`src/rtl/memory_pkg.sv`:
```
// Shared definitions for the two-port memory arbiter: default widths and
// the access FSM state encoding.
package memory_pkg;

    localparam int WORD_SIZE_DEFAULT = 8;
    localparam int LEN_LOG_2_DEFAULT = 16;

    typedef enum logic [1:0] {
        IDLE   = 2'd0,
        ACCESS = 2'd1,
        RESP   = 2'd2
    } state_t;

endpackage

```
`src/rtl/rr_arbiter_2.sv`:
```
// Two-way round-robin pick: a lone request wins outright, a tie goes to
// the port that was not granted last.
module rr_arbiter_2 (
    input  logic [1:0] req,
    input  logic       last,
    output logic       grant
);

    always_comb begin
        grant = 1'b0;
        if (req == 2'b11) begin
            grant = ~last;
        end else if (req[1]) begin
            grant = 1'b1;
        end
    end

endmodule

```
`src/rtl/memory_arbiter.sv`:
```
// Arbitrates a fetch port (m0) and a load/store port (m1) onto a single
// memory with combinational read data; every access takes IDLE/ACCESS/RESP.
import memory_pkg::*;

module memory_arbiter #(
    parameter int word_size = WORD_SIZE_DEFAULT,
    parameter int len_log_2 = LEN_LOG_2_DEFAULT
) (
    input  logic                 clk,
    input  logic                 reset,
    input  logic                 m0_req,
    input  logic                 m1_req,
    input  logic                 m0_we,
    input  logic                 m1_we,
    input  logic [len_log_2-1:0] m0_addr,
    input  logic [len_log_2-1:0] m1_addr,
    input  logic [word_size-1:0] m0_wdata,
    input  logic [word_size-1:0] m1_wdata,
    output logic                 m0_ack,
    output logic                 m1_ack,
    output logic [word_size-1:0] m0_rdata,
    output logic [word_size-1:0] m1_rdata,
    output logic [len_log_2-1:0] mem_addr,
    output logic [word_size-1:0] mem_data_in,
    output logic                 mem_we,
    output logic                 busy,
    input  logic [word_size-1:0] mem_data_out
);

    state_t                 state;
    state_t                 next_state;
    logic                   any_req;
    logic                   grant;
    logic                   last;
    logic                   lat_id;
    logic                   lat_we;
    logic [len_log_2-1:0]   lat_addr;
    logic [word_size-1:0]   lat_wdata;

    assign any_req = m0_req | m1_req;

    rr_arbiter_2 u_pick (
        .req   ({m1_req, m0_req}),
        .last  (last),
        .grant (grant)
    );

    always_ff @(posedge clk) begin
        if (reset) begin
            state <= IDLE;
        end else begin
            state <= next_state;
        end
    end

    always_comb begin
        next_state = state;
        case (state)
            IDLE:    if (any_req) next_state = ACCESS;
            ACCESS:  next_state = RESP;
            RESP:    next_state = IDLE;
            default: next_state = IDLE;
        endcase
    end

    // Last-granted resets to port 1 so that port 0 takes the first tie.
    always_ff @(posedge clk) begin
        if (reset) begin
            last      <= 1'b1;
            lat_id    <= 1'b0;
            lat_we    <= 1'b0;
            lat_addr  <= '0;
            lat_wdata <= '0;
            m0_rdata  <= '0;
            m1_rdata  <= '0;
        end else begin
            if (state == IDLE && any_req) begin
                last      <= grant;
                lat_id    <= grant;
                lat_we    <= grant ? m1_we    : m0_we;
                lat_addr  <= grant ? m1_addr  : m0_addr;
                lat_wdata <= grant ? m1_wdata : m0_wdata;
            end
            if (state == ACCESS && !lat_we) begin
                if (lat_id) begin
                    m1_rdata <= mem_data_out;
                end else begin
                    m0_rdata <= mem_data_out;
                end
            end
        end
    end

    assign mem_addr    = lat_addr;
    assign mem_data_in = lat_wdata;

    // The reset term keeps a reset landing mid-ACCESS from writing memory.
    always_comb begin
        busy   = (state != IDLE);
        mem_we = (state == ACCESS) && lat_we && !reset;
        m0_ack = (state == RESP) && !lat_id;
        m1_ack = (state == RESP) && lat_id;
    end

endmodule
```
`config.mk`:
```
export PLATFORM = sky130hd
export DESIGN_NAME = memory_arbiter
export DESIGN_NICKNAME = d
export VERILOG_FILES = /design/src/rtl/memory_pkg.sv /design/src/rtl/rr_arbiter_2.sv /design/src/rtl/memory_arbiter.sv
export SDC_FILE = /design/constraint.sdc
export NUM_CORES = 1
export LEC_CHECK = 0
export BUFFER_PORTS_ARGS = -buffer_cell sky130_fd_sc_hd__buf_2
export CORE_MARGIN = 4
export CORE_UTILIZATION = 28
export DETAILED_ROUTE_END_ITERATION = 7
export PLACE_DENSITY_LB_ADDON = 0.1
export RECOVER_POWER = 100
export SYNTH_ARGS = -nofsm -noshare
export SYNTH_HDL_FRONTEND = slang
export SYNTH_HIERARCHICAL = 1
export SYNTH_SLANG_ARGS = --single-unit
```
`constraint.sdc`:
```
create_clock -name clk -period 1.2 [get_ports clk]
set_input_delay 0.24 -clock clk [delete_from_list [all_inputs] [get_ports clk]]
set_output_delay 0.24 -clock clk [all_outputs]
set_load 0.03 [all_outputs]
```
# ---- Word-level counts from Yosys, hierarchy flattened
# Index checks and enable logic that the tools add are counted.
dict set report totals {
  in_bits 62
  wordCells 35
  reg_bits 45
  output_inout_bits 44
}
dict set report classes {
  n_reduce_logical 13
  n_eq_ne 4
  muxes 7
  n_bitwise 3
}
# operator n
set ops {}
lappend ops {{16-bit 2-to-1 mux} 1}
lappend ops {{8-bit 2-to-1 mux} 1}
lappend ops {{1-bit logical AND} 6}
lappend ops {{2-bit == test (second input constant)} 2}
lappend ops {{2-bit one-hot mux with 2 select lines} 1}
lappend ops {{2-bit AND reduction} 2}
lappend ops {{1-bit zero test} 3}
lappend ops {{1-bit 2-to-1 mux} 3}
lappend ops {{2-bit by 1-bit == test with 1-bit output (second input constant)} 1}
lappend ops {{2-bit zero test} 1}
lappend ops {{2-bit 2-to-1 mux} 1}
lappend ops {{2-bit inequality test (second input constant)} 1}
lappend ops {{1-bit inverter} 2}
lappend ops {{2-bit nonzero test} 1}
lappend ops {{1-bit bitwise OR} 1}

# ---- Longest topological paths before layout
# Gate-level depths: netlist of the first run.
dict set report logic_depth {
  word_depth 3
  mapped_depth 5
  ltp_nobuf 4
}

# ---- Hierarchy
# The synthesis of the first run kept the hierarchy.
# mod cells_per_inst instances seq_area_each_um2 area_per_inst_um2
set by_module_without_submodules {}
lappend by_module_without_submodules {memory_arbiter 195 1 900.9 2025.7}
lappend by_module_without_submodules {rr_arbiter_2 1 1 0.0 11.3}

# ---- Least setup slack after synthesis of the first run
# Ideal clock, no wire load.
dict set report synth_timing {
  kind {register to output}
  from {reg state[1]}
  to {out m0_ack}
  path_stages_with_launch 2
  n_path_buf 0
  arrival_time_ns 1.246
  required_time_ns 0.960
  path_slack_ns -0.286
  cell_sequence {dfxtp_1 nor3b_1}
}
dict set report synth_via {
  elab_chain_len 2
}
# element line
set synth_lines {}
lappend synth_lines {{from (decl)} memory_arbiter.sv:30} ;# state_t state;
lappend synth_lines {{from (signal assigned)} memory_arbiter.sv:52} ;# state <= next_state;
lappend synth_lines {{2-bit == test} memory_arbiter.sv:101} ;# m0_ack = (state == RESP) && !lat_id;
lappend synth_lines {{1-bit logical AND} memory_arbiter.sv:101}
lappend synth_lines {{to (decl)} memory_arbiter.sv:19} ;# output logic m0_ack,
# Every way passes these cells.

# ---- Final worst setup path of the first run
dict set report layout_timing {
  from {reg state[1]}
  to {out mem_we}
}
dict set report layout_via {
  elab_chain_len 3
}
# element line
set layout_lines {}
lappend layout_lines {{2-bit by 1-bit == test with 1-bit output} memory_arbiter.sv:100} ;# mem_we = (state == ACCESS) && lat_we && !reset;
lappend layout_lines {{1-bit logical AND (2 in a row)} memory_arbiter.sv:100}
lappend layout_lines {{to (decl)} memory_arbiter.sv:25} ;# output logic mem_we,
# Every way passes these cells.

==> impl_metrics.ini, run 1 <==
[critical_path]
cp-end-kind = primary output
startpoint = state[1]$_SDFFE_PP0P_
rr_worst_depth = 5
cp.required_ns = 0.96
r2r_setup_slack_ns = -0.27
endpoint = mem_we
crit_type = flip-flop to primary output
path_max_fanout = 4
arrival_ns = 1.24
start_kind = flip-flop
rr_startpoint = state[1]$_SDFFE_PP0P_
r2r-end = m0_rdata[0]$_SDFFE_PP0P_

[drt]
wl_per_cell_um = 14.62
vias_per_cell = 4.684
vias = 1944
drtAntennaViolNets = 0
drcViolationCount = 0
first_pass_iters = 3
drtIter0Drc = 48
wl_um = 6066

[layout]
antenna_cells = 0
design_area_um2 = 3397
n_fill_cell = 658
drive_above_1_share_pct = 71.16
fin_nets = 380
area_growth_pct = 66.77

[yosys]
synth_cell_types = 26
synthCells = 196
synth_top_family_by_area = compound AO/OA/AOI/OAI gates
synthMuxAreaShare_pct = 16.22
netlist_area_um2 = 2037
yosys_register_bits = 45
yosysSeqAreaShare_pct = 44.23
synth_top_area_cell = dfxtp_1
synth-xor-area-share_pct = 0
yosysWarnings = 6
async_flop_share_pct = 0
synth-adder-area-share_pct = 0
syn_nets = 258
yosysTopAreaCellShare_pct = 44.23
synth-simple-area-share_pct = 10.93
synth_edf_count = 0
synth_area_leaders = dfxtp_1 44%, mux2i_1 16%, a211oi_2 12%
synth_compound_area_share_pct = 23.53
yosys_most_used_dff = dfxtp_1
avgSynthCellArea_um2 = 10.39

[place]
dpl_cell_area_um2 = 2813
place.gp.congestion = 0.6611
hpwlAfterDp_um = 4136
numPortBuffers = 105

[floorplan]
die_h_um = 93.29
coreArea_um2 = 6944
die_w_um = 93.29
die-area_um2 = 8703
placementRows = 30
io_pins = 106
start_util_pct = 29.33

[sta]
worst_slack_ns = -0.2798
max_slew_margin_pct = 81.55
hold_viol = 0
fmax_mhz = 675.8
setup_viol = 45
skew_ns = 0.003555
worst_slew_pin_slew_ns = 0.2767
rsz0062_at_grt = true
min_period_ns = 1.480
fin_tns_setup_ns = -5.561
fin_crit_sh_pct = 123.3
maxSlewViolCount = 0

[power]
vdd.ir_drop.worst_mv = 0.6032
p_leak_nw = 1.396
p_per_area_nw_per_um2 = 1207

[run_status]
status = finished with violations
violations = setup timing

[clock_network]
path_clk_slew_ns = 0.09
htreeDepth = 2
clk_path_buf_depth = 2
cts_tree = built
cts_hold_buf = 0
cts_sinks = 45
numCtsBuffers = 5
cts-root-buf = clkbuf_8
clk_latency_ns = 0.29

[global_route]
antenna_found_initial = 0
grtUsageTotal_pct = 14.06
first_global_vias = 1968
grt_pass1_wl_um = 9749
grt_max_degree = 45
grt.overflow.total = 0

[flow_run]
drv_cap = 0

[min_path]
min_path_type = primary input to flip-flop
## cells in the mapped netlist, types with 2 or more instances
master	instances
o21ai_1	2
nand2_1	16
nor2_1	9
a211oi_2	20
clkbuf_1	7
buf_6	3
nor2_4	2
a211oi_1	5
dfxtp_1	45
buf_2	6
mux2i_1	33
a21oi_1	34
## area by class of cell
type | count | area (um2) | share of cell area (%)
multi-input cells | 133 | 1318 | 38.78
flip-flops and latches | 45 | 912.1 | 26.85
inverters | 1 | 6.256 | 0.1842
well taps | 96 | 120.1 | 3.536
repair buffers | 132 | 954.7 | 28.10
clock inverters | 3 | 17.52 | 0.5157
clock buffers | 5 | 68.82 | 2.026
## layer usage
layer,vias up,routed length [um],GRT usage (%),share of wire [%]
li1,954,-,-,-
met1,925,2596,18.07,43
met2,58,3036,22.69,50
met3,7,363,3.701,6.0
met4,0,68,4.884,1.1
met5,-,0,0,0
## registers in the layout (all words and copies together) (netlist names)
name,flops
last,1
lat_we,1
m0_rdata,8
m1_rdata,8
lat_id,1
mem_addr,16
state,2
mem_data_in,8
## power breakdown
part,switching [mW],total (mW),internal [mW]
sequential,0.0858,1.71,1.63
combinational,0.788,1.45,0.664
clock,0.532,0.935,0.403
total,1.41,4.10,2.69
## placed cells by master (no fill, tap or decap), drive strengths merged, types with 2 or more instances in the layout
| cell type | n |
|---|---|
| nand2 | 16 |
| a211oi | 25 |
| clkbuf | 38 |
| buf | 99 |
| mux2i | 33 |
| clkinv | 2 |
| a21oi | 34 |
| dfxtp | 45 |
| o21ai | 2 |
| nor3b | 2 |
| nor2 | 11 |
## worst max-delay path, cell delays in order, from the launching register on
cell	delay [ns]
dfxtp_4	0.36
buf_12	0.12
nor3b_4	0.18
and2_4	0.17
buf_6	0.12
## stage by stage
step | power (mW) | hold slack [ns] | instances | utilization, % | setup WS [ns]
after global placement | 2.867 | 0.4417 | 398 | 40.50 | -0.09405
after global routing | 4.309 | 0.1644 | 415 | 48.92 | -0.3301
after CTS | 4.073 | 0.1579 | 414 | 46.50 | -0.3091
after detailed placement | 2.869 | 0.4453 | 398 | 40.50 | -0.1089
after floorplan | 2.462 | 0.3760 | 196 | - | -0.03593
final | 4.099 | 0.1710 | 415 | 48.92 | -0.2798
## how the worst min path moves through the flow
stage,endpoint,from,cells after the start
6_report,state[1]$_SDFFE_PP0P_,reset,2
5_1_grt,state[1]$_SDFFE_PP0P_,reset,2
4_1_cts,state[1]$_SDFFE_PP0P_,reset,2
3_5_place_dp,m0_rdata[5]$_SDFFE_PP0P_,m0_rdata[5]$_SDFFE_PP0P_,2
3_3_place_gp,m0_rdata[5]$_SDFFE_PP0P_,m0_rdata[5]$_SDFFE_PP0P_,2
2_1_floorplan,m0_rdata[0]$_SDFFE_PP0P_,mem_data_out[0],2
## cell families (layout without fill, tap and decap cells)
| kind of cell | Yosys count | in the layout |
|---|---|---|
| multiplexers | 33 | 33 |
| AO/OA/AOI/OAI | 62 | 62 |
| AND/OR/NAND/NOR | 38 | 38 |
| flip-flops | 45 | 45 |
| buffers and inverters | 18 | 141 |
## timing repair
| item | 4_1_cts | 5_1_grt |
|---|---|---|
| buffers inserted | 6 | 3 |
| pin swaps | 34 | 23 |
| cloned | 3 | 0 |
| setup endpoints to repair | 37 | 46 |
| resized for setup | 54 | 40 |
(Power assumes the default switching activity.)
==> inputs of run 2 (changes only) <==
--- a/config.mk
+++ b/config.mk
@@ -5,7 +5,9 @@
 export SDC_FILE = /design/constraint.sdc
 export NUM_CORES = 1
 export LEC_CHECK = 0
+export ABC_AREA = 1
 export BUFFER_PORTS_ARGS = -buffer_cell sky130_fd_sc_hd__buf_2
+export CAP_MARGIN = 0
 export CORE_MARGIN = 4
 export CORE_UTILIZATION = 28
 export DETAILED_ROUTE_END_ITERATION = 7
==> run 2 against run 1 <==
  * The flow still finishes with violations (setup timing)
  * Sequential share of layout area fell by 1.4 points
  * Total power increased by 4.5%
  * Routed wire length up 4.0%
  * Hold slack improved by 0.088 ns
  * First-iteration DRC count rose by 25%
  * Core utilization down 3.0 points
  * Combinational power is 10% higher
  * Critical endpoint unchanged
  * Synthesized cell count grew 84%
  * Highest routed layer unchanged
  * Synthesized area rose by 11%
  * Largest power group unchanged
  * Non-clock buffer count fell by 3
  * Clock-buffer cell count did not move
==> impl_metrics.ini, run 2 <==
[run_status]
status = finished with violations
violations = setup timing

[yosys]
synth_common_cells = 94 x nand2_1, 83 x nor2_1, 63 x inv_1
synthCells = 360
syn_nets = 422
yosysMostFrequentCell = nand2_1
synth_area_leaders = dfxtp_1 40%, nand2_1 16%, nor2_1 14%
synth_edf_count = 0
avgSynthCellArea_um2 = 6.284
synth_cell_types = 21
netlist_area_um2 = 2262
yosys_most_used_dff = dfxtp_1
yosys_register_bits = 45
yosysSeqAreaShare_pct = 39.82
synth_top_area_cell = dfxtp_1
async_flop_share_pct = 0
yosysWarnings = 6
yosysTopAreaCellShare_pct = 39.82

[clock_network]
clk_latency_ns = 0.30
path_clk_slew_ns = 0.10
htreeDepth = 2
clk_path_buf_depth = 2
cts_tree = built
cts_hold_buf = 0
cts_sinks = 45
numCtsBuffers = 5
cts-root-buf = clkbuf_8

[floorplan]
io_pins = 106
start_util_pct = 28.97
coreArea_um2 = 7807
die-area_um2 = 9581
die_w_um = 97.89
die_h_um = 97.89
placementRows = 32

[layout]
largest_register_ffs = 16
fin_nets = 541
area_growth_pct = 58.46
utilization_pct = 45.91
final_cell_mix = 101 x buf_2, 64 x nand2_1, 61 x inv_1
final_common_cell = buf_2
drive_above_1_share_pct = 43.75

[global_route]
grtUsageTotal_pct = 12.30
grt_max_degree = 30
grt.overflow.total = 0
antenna_found_initial = 0
grt_pass1_wl_um = 9742
first_global_vias = 2120

[place]
hpwlAfterDp_um = 4422
place.gp.congestion = 0.7055
numPortBuffers = 105

[sta]
worst_slack_ns = -0.1811
rsz0062_at_grt = true
fmax_mhz = 724.1
fin_crit_sh_pct = 115.1
maxSlewViolCount = 0
hold_viol = 0
skew_ns = 0.008956
min_period_ns = 1.381
worst_slew_pin_slew_ns = 0.3488
setup_viol = 31
max_slew_margin_pct = 76.50

[flow_run]
drv_cap = 0

[drt]
vias = 2420
routed-wl-met2_um = 3045
drtIter0Drc = 60
wl_um = 6311
first_pass_iters = 4
vias_per_cell = 4.151
wl_met3_um = 465
drtAntennaViolNets = 0
drcViolationCount = 0
highest_layer = met4
wl_met1_um = 2754
wl_per_cell_um = 10.83

[critical_path]
cp_slowest_cell = dfxtp_4
cp.required_ns = 0.96
crit_type = flip-flop to primary output
startpoint = state[1]$_SDFFE_PP0P_
cp-end-kind = primary output
arrival_ns = 1.14
crit_chain = nor4_4 > buf_6
cp_top_family = flip-flops
max_stage_delay_ns = 0.38
path_max_fanout = 5
rr_startpoint = state[1]$_SDFFE_PP0P_
crit_buf_inv = 1
start_kind = flip-flop

[power]
p_per_area_nw_per_um2 = 1195
vdd.ir_drop.worst_mv = 0.5433
p_total_mw = 4.285
p_leak_nw = 1.870

[min_path]
hold_start = m1_wdata[4]
min_path_type = primary input to flip-flop
## run 2: changes by cell type in the layout (fill, tap and decap cells not counted), sizes merged, moves of 16 or more
cell	previous run	this run
mux2i	33	0
nor2	11	87
nand4	0	16
buf	99	127
a21oi	34	2
a211oi	25	0
clkbuf	38	7
nand2	16	95
o21ai	2	25
inv	1	64
## run 2: power breakdown
part / leakage, nW / total, mW / switching, mW / internal [mW]
Clock: 0.0481 / 0.963 / 0.549 / 0.414
Combinational: 1.45 / 1.60 / 0.946 / 0.654
Sequential: 0.373 / 1.72 / 0.0826 / 1.64
Total: 1.87 / 4.28 / 1.58 / 2.71
## run 2: cell families (layout without fill, tap and decap cells)
family          after synthesis  after routing  share of synthesized area, %
simple gates                205            205                         37.67
flops                        45             45                         39.82
compound gates               27             27                         6.139
other cells                   0              1                             0
buf+inv                      83            203                         16.37
## run 2: worst min-delay path, cell delays in order
cell and delay, ns:
buf_2 0.07, nand2_1 0.04, o21ai_0 0.06, nor2_1 0.04, nor2_1 0.08
## run 2: routing by layer
| layer | track usage, % | vias to the layer above |
|---|---|---|
| met3 | 4.071 | 4 |
| met5 | 0 | - |
| li1 | - | 1314 |
| met2 | 20.94 | 66 |
| met4 | 2.875 | 0 |
| met1 | 15.05 | 1036 |
## run 2: what timing repair did
action                                  in CTS  in global routing
cloned                                       3                  3
setup buffers                                3                  2
endpoints found under the setup margin      22                 48
pin swaps                                    4                 26
gates resized for setup                     41                 61
## run 2: stage by stage
stage               setup TNS, ns  hold WS [ns]  cells  instance area [um2]  worst slack (ns)
floorplan                -0.09522        0.3091    360                 2300          -0.04426
global placement                0        0.4603    563                 2979          0.003684
detailed placement       -0.05299        0.4673    563                 2979          -0.01132
CTS                        -2.300        0.2394    577                 3289           -0.1772
global route               -5.428        0.2582    582                 3582           -0.2567
finish                     -2.647        0.2590    583                 3585           -0.1811
## run 2: final timing paths
check	end	slack (ns)	depth (start not counted)
worst max-delay path	mem_we	-0.18	2
worst min register to register	m1_rdata[1]$_SDFFE_PP0P_	0.47	2
worst max register to register	mem_addr[15]$_SDFFE_PP0P_	-0.11	7
worst min-delay path	mem_data_in[4]$_SDFFE_PP0P_	0.26	5
## run 2: area by class of cell
class	instances	area, um2
Antenna cell	1	2.502
Clock buffer	5	68.82
Inverter	66	252.7
Clock inverter	3	22.52
Sequential cell	45	910.9
Tap cell	102	127.6
Fill cell	860	4223
Multi-Input combinational cell	232	1296
Timing Repair Buffer	129	903.4
==> inputs of run 3 (changes only) <==
--- a/config.mk
+++ b/config.mk
@@ -13,6 +13,7 @@
 export DETAILED_ROUTE_END_ITERATION = 7
 export PLACE_DENSITY_LB_ADDON = 0.1
 export RECOVER_POWER = 100
+export SKIP_LAST_GASP = 1
 export SYNTH_ARGS = -nofsm -noshare
 export SYNTH_HDL_FRONTEND = slang
 export SYNTH_HIERARCHICAL = 1
==> run 3 against run 2 <==
  * The run still ends with setup timing left
  * Flip-flop and latch count is the same
  * Combinational power shrank 3%
  * Non-clock buffer count is the same
  * Cell count did not move
  * Global-route usage is 0.059 points lower
  * Critical endpoint unchanged
  * Highest routed layer unchanged
==> impl_metrics.ini, run 3 (synthesized netlist as in run 2, its figures left out) <==
[power]
switching_share_pct = 36.74
power.switching_mw = 1.562
vdd.ir_drop.worst_mv = 0.5379
seqPwrFrac_pct = 40.6
power_frac_clock_pct = 22.6
p_leak_nw = 1.844
p_int_mw = 2.689
p_per_area_nw_per_um2 = 1200
p_total_mw = 4.251
comb_power_share_pct = 36.8

[critical_path]
cp_slowest_cell = dfxtp_4
rr_worst_depth = 7
cp_top_family = flip-flops
max_stage_delay_ns = 0.38
rr_startpoint = state[1]$_SDFFE_PP0P_
start_kind = flip-flop
r2r-end = mem_addr[1]$_SDFFE_PP0P_
cp.required_ns = 0.96
r2r_setup_slack_ns = -0.13
arrival_ns = 1.15
cp-end-kind = primary output
crit_buf_inv = 1
crit_chain = nor4_4 > buf_6
cp.depth = 2
crit_type = flip-flop to primary output
path_max_fanout = 5

[layout]
utilization_pct = 45.37
fin_nets = 541
final_common_cell = nand2_1
largest_register_ffs = 16
drive_above_1_share_pct = 41.25
stdcell_count = 583
design_area_um2 = 3542
final_cell_mix = 75 x nand2_1, 61 x inv_1, 61 x nor2_1, 61 x buf_2, 41 x dfxtp_1
area_growth_pct = 56.58

[drt]
drtIter0Drc = 73
wl_per_cell_um = 10.84
vias_per_cell = 4.127
drcViolationCount = 0
wl_um = 6319
drtAntennaViolNets = 0
vias = 2406
first_pass_iters = 6

[sta]
maxSlewViolCount = 0
rsz0062_at_grt = true
worst_slack_ns = -0.1856
worst_slew_pin_slew_ns = 0.3740
max_slew_margin_pct = 74.80
fin_tns_setup_ns = -3.363
skew_ns = 0.01027
hold_ws_ns = 0.2579
setup_viol = 31
hold_viol = 0
fmax_mhz = 721.7
min_period_ns = 1.386
fin_crit_sh_pct = 115.5

[global_route]
grt_max_degree = 30
grt.overflow.total = 0
first_global_vias = 2119
grtUsageTotal_pct = 12.24
grt_pass1_wl_um = 9694
antenna_found_initial = 0

[floorplan]
die-area_um2 = 9581
die_h_um = 97.89
die_w_um = 97.89
start_util_pct = 28.97
coreArea_um2 = 7807
placementRows = 32
io_pins = 106

[min_path]
min_path_cells = 5
hold_start = m1_wdata[4]
min_to = mem_data_in[4]$_SDFFE_PP0P_
min_path_type = primary input to flip-flop

[place]
numPortBuffers = 105
dp_slack_ns = -0.01132
hpwlAfterDp_um = 4422
dpl_cell_area_um2 = 2979
placed_cells = 563
place.gp.congestion = 0.7055

[clock_network]
cts_tree = built
htreeDepth = 2
cts_hold_buf = 0
numCtsBuffers = 5
clk_path_buf_depth = 2
cts_sinks = 45
cts-root-buf = clkbuf_8
clk_latency_ns = 0.30
path_clk_slew_ns = 0.10

[run_status]
violations = setup timing
status = finished with violations

[flow_run]
drv_cap = 0
## run 3: changes by cell type in the layout (fill, tap and decap cells not counted), sizes merged
cell    delta
buf       -40
clkbuf    +40
## run 3: power by group through the flow
stage	Combinational [mW]	Clock (mW)	Sequential, mW
3_3_place_gp	1.19	0	1.75
4_1_cts	1.35	1.02	1.72
5_1_grt	1.72	1.07	1.75
3_5_place_dp	1.20	0	1.75
2_1_floorplan	0.574	0	2.01
6_report	1.56	0.963	1.73
## run 3: what timing repair did
item / CTS / global route
gates cloned: 3 / 3
pin swaps: 2 / 27
setup buffers: 3 / 2
resized for setup: 20 / 69
setup endpoints to repair: 22 / 48
## run 3: layout make-up
cell class / count / area, um2
clock inverters: 3 / 22.52
flip-flops and latches: 45 / 910.9
clock buffers: 5 / 68.82
multi-input cells: 232 / 1254
inverters: 66 / 252.7
repair buffers: 129 / 903.4
well taps: 102 / 127.6
fillers: 865 / 4265
diodes: 1 / 2.502
## run 3: layer usage
layer / vias up / share of wire, % / routed length [um] / GRT usage [%]
met1: 1019 / 45 / 2812 / 14.96
met4: 0 / 0.73 / 46 / 2.875
met2: 68 / 47 / 2982 / 20.84
met5: - / 0 / 0 / 0
met3: 4 / 7.6 / 478 / 4.071
li1: 1315 / - / - / -
## run 3: worst max-delay path by stage
| stage | from | to | slack (ns) |
|---|---|---|---|
| 2_1_floorplan | lat_we$_SDFFE_PP0P_ | mem_we | -0.04 |
| 3_3_place_gp | state[1]$_SDFFE_PP0P_ | m1_rdata[6]$_SDFFE_PP0P_ | 0.004 |
| 3_5_place_dp | state[1]$_SDFFE_PP0P_ | m1_rdata[2]$_SDFFE_PP0P_ | -0.01 |
| 4_1_cts | lat_id$_SDFFE_PP0P_ | m1_ack | -0.18 |
| 5_1_grt | state[1]$_SDFFE_PP0P_ | mem_we | -0.25 |
| 6_report | state[1]$_SDFFE_PP0P_ | mem_we | -0.19 |
## run 3: worst min-delay path, cell delays in order
cell and delay, ns:
buf_2 0.07, nand2_1 0.04, o21ai_0 0.06, nor2_1 0.04, nor2_1 0.08
